<file path="src/rtl/seq_event_logger.sv">
// seq_event_logger: watches the four-in-a-row detector's match flag z and
// input bit w. It counts detection events, measures the length of the current
// match run and keeps the longest run seen. Results go to HEX3..HEX0 and LEDR.
module seq_event_logger #(
  parameter int CNT_W = 8
) (
  input  logic [0:0] KEY,
  input  logic [0:0] SW,
  input  logic       w,
  input  logic       z,
  output logic [6:0] HEX0,
  output logic [6:0] HEX1,
  output logic [6:0] HEX2,
  output logic [6:0] HEX3,
  output logic [9:0] LEDR
);

  typedef enum logic {IDLE = 1'b0, RUN = 1'b1} state_t;

  localparam logic [CNT_W-1:0] CNT_MAX = '1;
  localparam logic [CNT_W-1:0] CNT_ONE = CNT_W'(1);

  logic clk;
  logic rst;

  state_t           state, state_nx;
  logic [CNT_W-1:0] evt_cnt, evt_nx;
  logic [CNT_W-1:0] run_len, run_nx;
  logic [CNT_W-1:0] max_run, max_nx;
  logic             pol, pol_nx;

  logic [7:0] evt8, max8, run8;

  assign clk = KEY[0];
  assign rst = SW[0];

  // Increment that sticks at all-ones instead of wrapping.
  function automatic logic [CNT_W-1:0] sat_inc(input logic [CNT_W-1:0] v);
    return (v == CNT_MAX) ? v : v + CNT_ONE;
  endfunction

  // Active-low seven-segment decode, segment order g..a on bits [6:0].
  function automatic logic [6:0] hex_seg(input logic [3:0] d);
    case (d)
      4'h0: return 7'b1000000;
      4'h1: return 7'b1111001;
      4'h2: return 7'b0100100;
      4'h3: return 7'b0110000;
      4'h4: return 7'b0011001;
      4'h5: return 7'b0010010;
      4'h6: return 7'b0000010;
      4'h7: return 7'b1111000;
      4'h8: return 7'b0000000;
      4'h9: return 7'b0010000;
      4'hA: return 7'b0001000;
      4'hB: return 7'b0000011;
      4'hC: return 7'b1000110;
      4'hD: return 7'b0100001;
      4'hE: return 7'b0000110;
      default: return 7'b0001110;
    endcase
  endfunction

  // State and counter registers. Reset clears everything, which also
  // discards a run that is still in progress.
  always_ff @(posedge clk or posedge rst) begin
    if (rst) begin
      state   <= IDLE;
      evt_cnt <= '0;
      run_len <= '0;
      max_run <= '0;
      pol     <= 1'b0;
    end else begin
      state   <= state_nx;
      evt_cnt <= evt_nx;
      run_len <= run_nx;
      max_run <= max_nx;
      pol     <= pol_nx;
    end
  end

  // Next-state and counter updates. A polarity flip while z stays high
  // starts a new event without passing through IDLE.
  always_comb begin
    state_nx = state;
    evt_nx   = evt_cnt;
    run_nx   = run_len;
    pol_nx   = pol;
    case (state)
      IDLE: begin
        if (z) begin
          state_nx = RUN;
          evt_nx   = sat_inc(evt_cnt);
          pol_nx   = w;
          run_nx   = CNT_ONE;
        end
      end
      RUN: begin
        if (!z) begin
          state_nx = IDLE;
        end else if (w == pol) begin
          run_nx = sat_inc(run_len);
        end else begin
          evt_nx = sat_inc(evt_cnt);
          pol_nx = w;
          run_nx = CNT_ONE;
        end
      end
      default: state_nx = IDLE;
    endcase
    max_nx = (run_nx > max_run) ? run_nx : max_run;
  end

  // Display decode of the registered values, zero-extended to 8 bits.
  always_comb begin
    evt8 = 8'(evt_cnt);
    max8 = 8'(max_run);
    run8 = 8'(run_len);
    HEX0 = hex_seg(evt8[3:0]);
    HEX1 = hex_seg(evt8[7:4]);
    HEX2 = hex_seg(max8[3:0]);
    HEX3 = hex_seg(max8[7:4]);
    LEDR = {(state == RUN), pol, run8};
  end

endmodule
</file>
<file path="config.mk">
export PLATFORM = sky130hd
export DESIGN_NAME = seq_event_logger
export DESIGN_NICKNAME = d
export VERILOG_FILES = /design/src/rtl/seq_event_logger.sv
export SDC_FILE = /design/constraint.sdc
export NUM_CORES = 1
export LEC_CHECK = 0
export ABC_AREA = 1
export BUFFER_PORTS_ARGS = -buffer_cell sky130_fd_sc_hd__buf_4
export CORE_MARGIN = 2
export CORE_UTILIZATION = 42
export CTS_CLUSTER_SIZE = 12
export DETAILED_ROUTE_END_ITERATION = 6
export PLACE_DENSITY = 0.65
export SLEW_MARGIN = 10
export SYNTH_ARGS = -nofsm -noshare
export SYNTH_HDL_FRONTEND = slang
export SYNTH_SLANG_ARGS = --single-unit
export TNS_END_PERCENT = 5
</file>
<file path="constraint.sdc">
create_clock -name KEY -period 2.35 [get_ports KEY]
set_input_delay 0.235 -clock KEY [delete_from_list [all_inputs] [get_ports KEY]]
set_output_delay 0.235 -clock KEY [all_outputs]
set_load 0.03 [all_outputs]
</file>
**Word level (Yosys, flattened, before mapping)**

Memory sizes are Yosys's and may differ from the RTL's.
Cells that the tools add are included.

- Memories: 4
- Logic and storage cells: 35
- Memory bits (read-only): 448
- Input bits: 4
- Output and inout port bits: 38
- Bits in registers: 26

- Add/sub/neg operators: 2
- Bitwise operators: 1
- Magnitude comparators: 1
- Reductions and logical operators: 1
- Mux-type cells: 15
- Equality and inequality tests: 6

Memory list:

| name | words | bits a word | read ports | clocked after Yosys merged registers in | write ports | line | RTL |
|---|---|---|---|---|---|---|---|
| (name not given) | 16 | 7 | 1 | 0 | 0 | 44 | `case (d)` |
| (name not given) | 16 | 7 | 1 | 0 | 0 | 44 |  |
| (name not given) | 16 | 7 | 1 | 0 | 0 | 44 |  |
| (name not given) | 16 | 7 | 1 | 0 | 0 | 44 |  |

Operators by type and width:

| cell | number |
|---|---|
| 8-bit two-way mux | 8 |
| 8-bit one-hot mux with 2 select lines | 2 |
| 8-bit by 1-bit adder with 8-bit output (second input constant) | 2 |
| 8-bit equality test (second input constant) | 2 |
| 8-bit greater-than comparator | 1 |
| 2-bit != test (second input constant) | 3 |
| 1-bit two-way mux | 4 |
| 3-bit AND reduction | 1 |
| 1-bit one-hot mux with 2 select lines | 1 |
| 1-bit equality test | 1 |
| 1-bit inverter | 1 |

**Logic depth before layout (Yosys ltp)**

Gate-level depths: netlist of the first run.

- Word-level depth: 6
- Gate-level depth with buffers: 20
- Depth with buffers taken out: 20

**Worst setup path before layout of the first run**

OpenSTA, ideal clock, no wires.

- Path kind: register to register
- Start point: register run_len[1] (netlist: run8[1])
- End point: register max_run[5] (netlist: max8[5])
- Cell stages (with the launch flop): 17
- Data required time: 2226 ps
- Slack: -13 ps
- Period minus slack after synthesis: 2363 ps
- Data arrival time: 2239 ps
- Cell sequence: dfrtp_1 -> ha_1 -> nand2_1 -> nor2_4 -> nand2_4 -> nand3_1 -> nand2_1 -> nand3_1 -> inv_1 -> ha_1 -> a21oi_1 -> nor2_1 -> nor2_1 -> nand2_1 -> nand2_1 -> buf_2 -> o21ai_1

- Longest elaborated chain between the ends: 6
- Elaborated cells on any way between the ends: 8
- Classes of those cells: add/sub (1); order compare (1); eq/ne (1); mux (5)

RTL lines:

| what | line | RTL |
|---|---|---|
| start, declared | 28 | `logic [CNT_W-1:0] run_len, run_nx;` |
| start signal, assigned | 76 | `run_len <= run_nx;` |
| 8-bit by 1-bit adder with 8-bit output / 8-bit equality test (equally long branches) | 39 | `return (v == CNT_MAX) ? v : v + CNT_ONE;` |
| 8-bit two-way mux * | 39 |  |
| 8-bit two-way mux * | 101 | `end else if (w == pol) begin` |
| 8-bit two-way mux * | 99 | `if (!z) begin` |
| 8-bit one-hot mux with 2 select lines * | 89 | `case (state)` |
| via run_nx[5] | 28 |  |
| 8-bit greater-than comparator | 111 | `max_nx = (run_nx > max_run) ? run_nx : max_run;` |
| end signal, assigned | 77 | `max_run <= max_nx;` |
| end, declared | 29 | `logic [CNT_W-1:0] max_run, max_nx;` |

Mark *: on every way through the listed nets, which the timed path passes. The rest lies on a longest branch.
A chain may end at the register's enable or synchronous reset.

**Worst setup path in the final report of the first run**

- Start point: register run_len[1] (netlist: run8[1])
- End point: register max_run[0] (netlist: max8[0])

- Longest elaborated chain between the ends: 6
- Elaborated cells on any way between the ends: 8
- Classes of those cells: add/sub (1); order compare (1); eq/ne (1); mux (5)

RTL lines:

| what | line |
|---|---|
| 8-bit by 1-bit adder with 8-bit output / 8-bit equality test (equally long branches) | 39 |
| 8-bit two-way mux * | 39 |
| 8-bit two-way mux * | 101 |
| 8-bit two-way mux * | 99 |
| 8-bit one-hot mux with 2 select lines * | 89 |
| via run_nx[4] | 28 |
| 8-bit greater-than comparator * | 111 |

Marks and branches as above.

==> run_results.csv, run 1 <==
group,metric,value,unit
status,status,"complete, no violations",
logic_synthesis,synthCells,343,
logic_synthesis,synth_edf_count,0,
layout,antennaDiodeCount,0,
placed_design,portBuffers,41,
setup_path,cp.arrival,2.42,ns
layout,design_area,3070,sq um
timing,finalHoldViolations,0,
drt,avgViaCountPerCell,5.04,
setup_path,crit_fanout,5,
logic_synthesis,netlist_area,2470,sq um
floorplanning,start_util,0.441,
layout,layout_commonest_cell,"nand2_1",
timing,clock_skew,0.0127,ns
global_route,grt_max_degree,18,
layout,drive_above_1_share,0.275,
timing,holdWs,0.0358,ns
logic_synthesis,syn_nets,380,
clocking,cts-root-buf,"clkbuf_8",
global_route,overflow,0,
floorplanning,rows,27,
drt,drt-pass1-iter-count,4,
power,leakagePower,0.00163,uW
timing,fin_crit_sh,0.959,
logic_synthesis,ys_types,34,
timing,final_max_slew_viol_count,0,
layout,final_cell_mix,"nand2_1 (97), buf_4 (57), inv_1 (31)",
timing,fin_crit,2.25,ns
placed_design,dp.cells,452,
setup_path,critPathLaunchType,"register",
power,p_per_area,1170,nW/um^2
clocking,cts_made_buffers,3,
setup_path,worstSetupEndpointType,"register",
clocking,worstSkewPairLatency,0.28,ns
layout,fin_cells,465,
clocking,clkTransAtPathRegs,0.10,ns
drt,ant_nets,0,
drt,wl,5730,microns
timing,tightest_slew,0.657,ns
power,ir_drop,0.000811,V
logic_synthesis,ys_warn_count,0,
floorplanning,io_pins,42,
timing,rsz0062_at_grt,"true",
layout,areaGrowthSynthToFinish,24.3,%
clocking,clock_path_buffers,2,
clocking,clock_sinks,26,
timing,setup_viol,0,
logic_synthesis,synth_flop_cell,"dfrtp_1",
logic_synthesis,ys_seq_area_frac,0.263,
layout,num-fill-cells,563,
drt,routedWlPerCell,12.3,microns
global_route,antenna_found_initial,0,
setup_path,cp_data_required_time,2.52,ns
setup_path,setup.worst_path.class,"register to register",
drt,drcViolationCount,0,
floorplanning,die_h,80.7,microns
layout,seq_area,653,sq um
layout,fin_nets,431,
logic_synthesis,synth_seq_cells,26,
floorplanning,die_area,6510,sq um
drt,drtIter0Drc,113,
logic_synthesis,synthArstFlopShare,1.00,
clocking,cts_tree,"yes",
floorplanning,core_area,5610,sq um
placed_design,placed_area,2850,sq um
clocking,htree_levels,1,
floorplanning,die_w,80.7,microns
global_route,grt_pass1_wl,9440,microns
placed_design,hpwl,4320,microns
layout,multi_input_area,1680,sq um
timing,max_freq,444,MHz
global_route,grt_pass1_vias,2075,
global_route,grt_usage,0.183,
layout,postLayoutCoreUtil,0.548,
timing,relSlewSlack,0.562,
clocking,hold_buffers,0,
placed_design,gp_congestion,0.826,
run,maxCapViolations,0,
min_path,hp-class,"input pin to async pin",
drt,dr_total_vias,2343,
logic_synthesis,syn_avg_cell_area,7.20,sq um
-- synth_stat cells (3+ instances only) --
cell type	instances	area, sq um
inv_2	4	15.0
o21ai_0	24	120
buf_6	3	33.8
nand2_4	4	45.0
nand4_1	5	31.3
nor2_4	4	45.0
a21oi_1	16	80.1
nor2_2	3	18.8
ha_1	33	413
nand3_1	25	125
buf_4	3	22.5
dfrtp_1	26	651
buf_2	5	25.0
nand2_1	102	383
xor2_1	4	35.0
inv_1	34	128
nor2_1	20	75.1
-- kinds of logic after synthesis --
logic type / Yosys count / share of synthesized area
buffers and inverters: 52 / 0.0972
AOI/OAI and AO/OA: 55 / 0.126
DFF: 26 / 0.263
adders and majority gates: 33 / 0.167
and+or+nand+nor: 171 / 0.319
xor gates and xnor gates: 6 / 0.0273
-- area by class of cell --
| class | instances | share of cell area |
|---|---|---|
| inverters | 39 | 0.0493 |
| clock buffers | 4 | 0.0147 |
| well taps | 72 | 0.0293 |
| flip-flops and latches | 26 | 0.213 |
| multi-input cells | 265 | 0.547 |
| repair buffers | 59 | 0.147 |
-- critical path: stages (launching register included) --
cell,delay [ns]
dfrtp_2,0.44
ha_4,0.18
nand2_4,0.09
nor2_4,0.06
or2_2,0.27
nand3_1,0.08
nand2_1,0.08
ha_1,0.28
nand2_1,0.05
nor2_2,0.13
nand2_1,0.07
nand2_1,0.07
nand2_2,0.09
buf_6,0.14
nand2_1,0.06
o21ai_2,0.05
-- path summary, 6_finish.rpt --
kind / startpoint / endpoint / depth (start not counted) / slack [ns]
worst max-delay path: run8[1]$_DFF_PP0_ / max8[0]$_DFFE_PP0N_ / 15 / 0.1
min in group KEY: z / state$_DFF_PP0_ / 1 / 0.16
worst max register to register: run8[1]$_DFF_PP0_ / max8[0]$_DFFE_PP0N_ / 15 / 0.1
worst min register to register: max8[4]$_DFFE_PP0N_ / max8[4]$_DFFE_PP0N_ / 2 / 0.56
worst min-delay path: SW / evt8[3]$_DFFE_PP0P_ / 2 / 0.04
max in group asynchronous: SW / max8[4]$_DFFE_PP0N_ / 3 / 1.70
-- metal layers --
layer / global-route usage / part of all wire / vias to the layer above
li1: - / - / 1208
met1: 0.248 / 0.47 / 1083
met2: 0.295 / 0.48 / 45
met3: 0.0303 / 0.035 / 7
met4: 0.0627 / 0.021 / 0
met5: 0 / 0 / -
-- report_power, final --
part	internal (uW)	switching, uW
sequential	546	218
clock	122	146
combinational	945	1600
total	1610	1970
-- state kept, by name, summed over array words and instances, names as in the netlist --
name and flops:
evt8 8, run8 8, pol 1, max8 8, state 1
-- per-stage QoR --
stage          TNS [ns]  total power [uW]  setup WS (ns)
6_report              0              3580         0.0970
3_5_place_dp          0              3200         0.0537
2_1_floorplan         0              2480        0.00309
4_1_cts               0              3470         0.0244
5_1_grt          -0.389              3880        -0.0641
3_3_place_gp          0              3190         0.0894
-- timing repair --
action,4_1_cts,5_1_grt
endpoints found under the setup margin,0,8
resized for setup,0,27
buffers inserted,0,9
Note: power is estimated with default switching activity, not from simulation.
==> run 2, diff against run 1 <==
==> constraint.sdc (replaced) <==
create_clock -name KEY -period 2.35 [get_ports KEY]
set_input_delay 0.3525 -clock KEY [delete_from_list [all_inputs] [get_ports KEY]]
set_output_delay 0.3525 -clock KEY [all_outputs]
set_load 0.03 [all_outputs]
==> run_results.csv, run 2 (synthesized netlist as in run 1, its figures left out) <==
group,metric,value,unit
setup_path,crit_fanout,7,
drt,drt-pass1-iter-count,4,
layout,fin_nets,424,
status,status,"complete, no violations",
layout,antennaDiodeCount,0,
global_route,overflow,0,
setup_path,rr_worst_depth,18,
drt,wl,5350,microns
clocking,cts_tree,"yes",
global_route,grt_max_degree,27,
setup_path,critPathLaunchType,"register",
layout,fin_cells,458,
layout,areaGrowthSynthToFinish,20.3,%
floorplanning,die_w,80.7,microns
floorplanning,core_area,5610,sq um
drt,drcViolationCount,0,
layout,drive_above_1_share,0.236,
drt,ant_nets,0,
setup_path,slowest_delay,0.42,ns
global_route,grt_pass1_wl,8930,microns
clocking,clock_path_buffers,2,
global_route,grt_pass1_vias,2013,
run,maxCapViolations,0,
timing,relSlewSlack,0.716,
timing,tightest_slew,0.427,ns
placed_design,hpwl,4070,microns
global_route,grt_usage,0.168,
layout,final_cell_mix,"nand2_1 (99), buf_4 (50), inv_1 (33)",
placed_design,dp.cells,451,
placed_design,gp_congestion,0.829,
timing,finalHoldViolations,0,
timing,fin_crit,2.27,ns
setup_path,crit_chain,"ha_4 > nand2_4 > nor2_4 > nand2_4 > nand2_4 > o21ai_2 > nor2_2 > ha_1 > nand2_1 > inv_1 > nand2_1 > nand2_1 > nand2_1 > nand2_1 > nand2_2 > buf_6 > nand2_2 > o21ai_1",
setup_path,crit_slowest_cell,"dfrtp_2",
floorplanning,die_h,80.7,microns
drt,avgViaCountPerCell,5.03,
power,power.total,3550,uW
setup_path,r2r-start,"run8[1]$_DFF_PP0_",
setup_path,rr_endpoint,"max8[5]$_DFFE_PP0N_",
setup_path,cp_num_buf_inv,2,
timing,setup_viol,0,
clocking,clock_sinks,26,
setup_path,rrSetupSlack,0.08,ns
floorplanning,start_util,0.441,
placed_design,portBuffers,41,
drt,drtIter0Drc,123,
global_route,antenna_found_initial,0,
clocking,htree_levels,1,
timing,fin_crit_sh,0.966,
clocking,cts_made_buffers,3,
power,p_per_area,1200,nW/um^2
power,leakagePower,0.00159,uW
setup_path,setup.worst_path.class,"register to register",
timing,rsz0062_at_grt,"true",
timing,holdWs,0.135,ns
timing,max_freq,440,MHz
power,ir_drop,0.000778,V
min_path,hp-class,"input pin to async pin",
drt,routedWlPerCell,11.7,microns
floorplanning,rows,27,
setup_path,cp.arrival,2.46,ns
setup_path,crit_family,"simple AND/OR/NAND/NOR gates",
drt,dr_total_vias,2305,
timing,clock_skew,0.00126,ns
clocking,clkTransAtPathRegs,0.09,ns
setup_path,cpMostUsedCell,"nand2_1",
floorplanning,io_pins,42,
clocking,cts-root-buf,"clkbuf_8",
setup_path,cp_data_required_time,2.54,ns
layout,layout_commonest_cell,"nand2_1",
floorplanning,die_area,6510,sq um
layout,postLayoutCoreUtil,0.530,
setup_path,worstSetupEndpointType,"register",
timing,final_max_slew_viol_count,0,
clocking,worstSkewPairLatency,0.27,ns
## run 2: cell count changes in the layout (fill, tap and decap cells not counted), sizes merged
cell	delta
buf	-7
## run 2: report_power, final
| part | internal, uW | total [uW] | leakage [uW] | switching (uW) |
|---|---|---|---|---|
| clock | 150 | 292 | 0.0000288 | 142 |
| combinational | 927 | 2500 | 0.00123 | 1570 |
| sequential | 546 | 762 | 0.000334 | 216 |
| total | 1620 | 3550 | 0.00159 | 1930 |
## run 2: metal layers
metal / routed length (microns) / share of wire / global-route usage / vias up
li1: - / - / - / 1192
met1: 2600 / 0.49 / 0.241 / 1071
met2: 2530 / 0.47 / 0.279 / 38
met3: 166 / 0.031 / 0.0135 / 4
met4: 49 / 0.0092 / 0.0322 / 0
met5: 0 / 0 / 0 / -
## run 2: what timing repair did
action	4_1_cts	5_1_grt
gates resized for setup	0	15
hold buffers	0	0
buffers inserted	0	3
setup endpoints to repair	0	8
## run 2: stage by stage
stage | setup slack [ns] | setup TNS [ns] | cell area, sq um
2_1_floorplan | 0.00309 | 0 | 2470
3_3_place_gp | 0.113 | 0 | 2840
3_5_place_dp | 0.0583 | 0 | 2840
4_1_cts | 0.0491 | 0 | 2900
5_1_grt | -0.0635 | -0.353 | 2970
6_report | 0.0797 | 0 | 2970
## run 2: area by class of cell
class	count	area, sq um
fillers	558	2640
multi-input cells	265	1620
inverters	39	151
flip-flops and latches	26	653
well taps	72	90.1
repair buffers	52	398
clock buffers	4	55.1
## run 2: worst max path at each step
stage | start | end | slack, ns | depth (start not counted)
3_5_place_dp | run8[1]$_DFF_PP0_ | max8[2]$_DFFE_PP0N_ | 0.06 | 14
4_1_cts | run8[1]$_DFF_PP0_ | max8[5]$_DFFE_PP0N_ | 0.05 | 15
6_report | run8[1]$_DFF_PP0_ | max8[5]$_DFFE_PP0N_ | 0.08 | 18
5_1_grt | run8[1]$_DFF_PP0_ | max8[5]$_DFFE_PP0N_ | -0.06 | 18
2_1_floorplan | run8[0]$_DFF_PP0_ | max8[5]$_DFFE_PP0N_ | 0.003 | 16
3_3_place_gp | run8[1]$_DFF_PP0_ | max8[5]$_DFFE_PP0N_ | 0.11 | 15
## run 2: worst reg2reg max path: cells and delay by family (launching register included)
family | cells | cell delay (ns)
fa+ha+maj | 2 | 0.43
compound gates | 2 | 0.14
buf+inv | 2 | 0.17
flops | 1 | 0.42
simple gates | 12 | 1.05
==> run 3, diff against run 2 <==
--- a/config.mk
+++ b/config.mk
@@ -5,7 +5,7 @@
 export SDC_FILE = /design/constraint.sdc
 export NUM_CORES = 1
 export LEC_CHECK = 0
-export ABC_AREA = 1
+export ABC_AREA = 0
 export BUFFER_PORTS_ARGS = -buffer_cell sky130_fd_sc_hd__buf_4
 export CORE_MARGIN = 2
 export CORE_UTILIZATION = 42
==> run_results.csv, run 3 <==
group,metric,value,unit
floorplanning,rows,27,
logic_synthesis,synth_flop_cell,"dfrtp_1",
logic_synthesis,ys_seq_area_frac,0.280,
global_route,grt_usage,0.179,
setup_path,crit_fanout,8,
logic_synthesis,synth_seq_cells,26,
timing,relSlewSlack,0.565,
drt,dr_total_vias,2131,
timing,setup_viol,8,
clocking,htree_levels,1,
global_route,grt_pass1_vias,1954,
logic_synthesis,synth_edf_count,0,
logic_synthesis,synth_most_common_cell,"ha_1",
layout,final_cell_mix,"buf_4 (84), ha_1 (29), nand2_1 (23)",
clocking,cts_made_buffers,3,
timing,finalHoldViolations,0,
setup_path,rr_endpoint,"max8[1]$_DFFE_PP0N_",
drt,drcViolationCount,0,
timing,tightest_slew,0.652,ns
setup_path,cp_data_required_time,2.52,ns
power,p_per_area,1020,nW/um^2
drt,avgViaCountPerCell,5.24,
logic_synthesis,yosys-top-cells-area,"dfrtp_1 (28%), ha_1 (18%), a21oi_1 (3.9%), mux2_1 (3.9%), nand2_1 (3.7%)",
drt,wl_met1,2480,microns
drt,dr.max_layer_used,"met4",
timing,fin_crit,2.89,ns
setup_path,cp.arrival,3.06,ns
drt,routedWlPerCell,13.3,microns
placed_design,hpwl,4100,microns
layout,areaGrowthSynthToFinish,37.6,%
drt,wl_met3,122,microns
global_route,grt_pass1_wl,9100,microns
logic_synthesis,synth_commonest_cells,"ha_1 (33), dfrtp_1 (26), nand2_1 (23), a21oi_1 (18), nor2_1 (18)",
drt,ant_nets,0,
layout,layout_commonest_cell,"buf_4",
logic_synthesis,synth_top_area_frac,0.280,
power,ir_drop,0.000776,V
clocking,clkTransAtPathRegs,0.09,ns
layout,fin_nets,373,
timing,holdWs,0.159,ns
floorplanning,die_h,78.4,microns
drt,wl,5410,microns
status,status,"finished, violations left",
clocking,clock_path_buffers,2,
setup_path,r2r-start,"run8[0]$_DFF_PP0_",
drt,drtIter0Drc,120,
setup_path,rrSetupSlack,-0.54,ns
placed_design,gp_congestion,0.821,
timing,fin_crit_sh,1.23,
clocking,cts_tree,"yes",
run,maxCapViolations,0,
timing,clock_skew,0.00548,ns
setup_path,rr_worst_depth,10,
floorplanning,core_area,5440,sq um
drt,wl_met2,2790,microns
logic_synthesis,synthArstFlopShare,1.00,
timing,rsz0062_at_grt,"true",
floorplanning,io_pins,42,
logic_synthesis,ys_warn_count,0,
power,leakagePower,0.00152,uW
floorplanning,start_util,0.427,
layout,antennaDiodeCount,0,
logic_synthesis,ys_types,49,
drt,drt-pass1-iter-count,4,
timing,layout_setup_ws,-0.543,ns
layout,drive_above_1_share,0.373,
floorplanning,die_area,6150,sq um
status,violations,"setup timing",
global_route,antenna_found_initial,0,
placed_design,portBuffers,41,
global_route,overflow,0,
logic_synthesis,syn_nets,295,
timing,max_freq,346,MHz
min_path,hp-class,"input pin to async pin",
layout,fin_cells,407,
global_route,grt_max_degree,18,
clocking,worstSkewPairLatency,0.28,ns
setup_path,critPathLaunchType,"register",
clocking,cts-root-buf,"clkbuf_8",
logic_synthesis,netlist_area,2320,sq um
floorplanning,die_w,78.4,microns
clocking,clock_sinks,26,
logic_synthesis,syn_avg_cell_area,9.01,sq um
logic_synthesis,yosysTopAreaCell,"dfrtp_1",
clocking,hold_buffers,0,
timing,final_max_slew_viol_count,0,
logic_synthesis,synthCells,258,
setup_path,setup.worst_path.class,"register to register",
placed_design,dp.cells,397,
setup_path,worstSetupEndpointType,"register",
==> run 3: cell types whose count changed in the layout (fill, tap and decap cells not counted), sizes merged, moves of 8 or more <==
| cell | before | now |
|---|---|---|
| o21ai | 28 | 18 |
| inv | 39 | 20 |
| nand2 | 109 | 23 |
| nor2 | 27 | 18 |
| nand3 | 26 | 5 |
| mux2 | 0 | 11 |
| buf | 52 | 85 |
| xnor2 | 0 | 8 |
| mux2i | 0 | 8 |
==> run 3: report_power, final <==
part	switching, uW	total [uW]	internal, uW
clock	147	375	228
sequential	146	682	537
combinational	1240	2210	971
==> run 3: kinds of logic (layout without fill, tap and decap cells) <==
logic type,count (synthesis),count (layout),synth area share
flip-flops,26,26,0.280
buffers and inverters,32,109,0.0662
multiplexers,21,21,0.107
XOR/XNOR,11,11,0.0414
AND/OR/NAND/NOR,71,71,0.149
adder cells (fa/ha/maj),33,33,0.178
AO/OA/AOI/OAI,64,64,0.179
==> run 3: layout make-up <==
cell class	instances	area [sq um]
multi-input combinational	200	1650
tap	72	90.1
timing repair buffer	85	651
clock inverter	1	30.0
inverter	20	75.1
fill	508	2240
clock buffer	3	41.3
sequential	26	657
==> run 3: per-stage QoR <==
| stage | power [uW] | setup slack (ns) | instance area, sq um | utilization | setup TNS (ns) |
|---|---|---|---|---|---|
| 6_report | 3270 | -0.543 | 3200 | 0.588 | -4.22 |
| 4_1_cts | 3250 | -0.538 | 3090 | 0.568 | -4.23 |
| 2_1_floorplan | 2230 | -0.511 | 2370 | - | -4.03 |
| 5_1_grt | 3510 | -0.640 | 3200 | 0.588 | -4.99 |
| 3_5_place_dp | 2850 | -0.639 | 2980 | 0.548 | -5.09 |
| 3_3_place_gp | 2810 | -0.567 | 2980 | 0.548 | -4.51 |
==> run 3: what timing repair did <==
action	4_1_cts	5_1_grt
endpoints found under the setup margin	8	10
setup buffers	3	3
pin swaps	4	11
hold endpoints to repair	0	0
resized for setup	3	16
==> run 3: worst max-delay path by stage <==
stage,start,endpoint,slack (ns)
4_1_cts,run8[1]$_DFF_PP0_,max8[3]$_DFFE_PP0N_,-0.54
6_report,run8[0]$_DFF_PP0_,max8[1]$_DFFE_PP0N_,-0.54
3_5_place_dp,run8[1]$_DFF_PP0_,max8[3]$_DFFE_PP0N_,-0.64
5_1_grt,run8[1]$_DFF_PP0_,max8[1]$_DFFE_PP0N_,-0.64
3_3_place_gp,run8[1]$_DFF_PP0_,max8[2]$_DFFE_PP0N_,-0.57
2_1_floorplan,run8[0]$_DFF_PP0_,max8[1]$_DFFE_PP0N_,-0.51
==> run 3: critical path: stages (launching register included) <==
cell and delay, ns:
dfrtp_2 0.40, ha_4 0.15, nand4_1 0.18, or2_1 0.31, or3_4 0.41, a21oi_4 0.18
ha_4 0.23, nand4_1 0.12, a21oi_2 0.05, o32a_4 0.43, mux2_4 0.32
==> run 3: per-layer routing <==
layer | global-route usage | vias to the layer above
met4 | 0.0105 | 0
met1 | 0.235 | 1028
met3 | 0.0287 | 2
met2 | 0.325 | 25
li1 | - | 1076
met5 | 0 | -
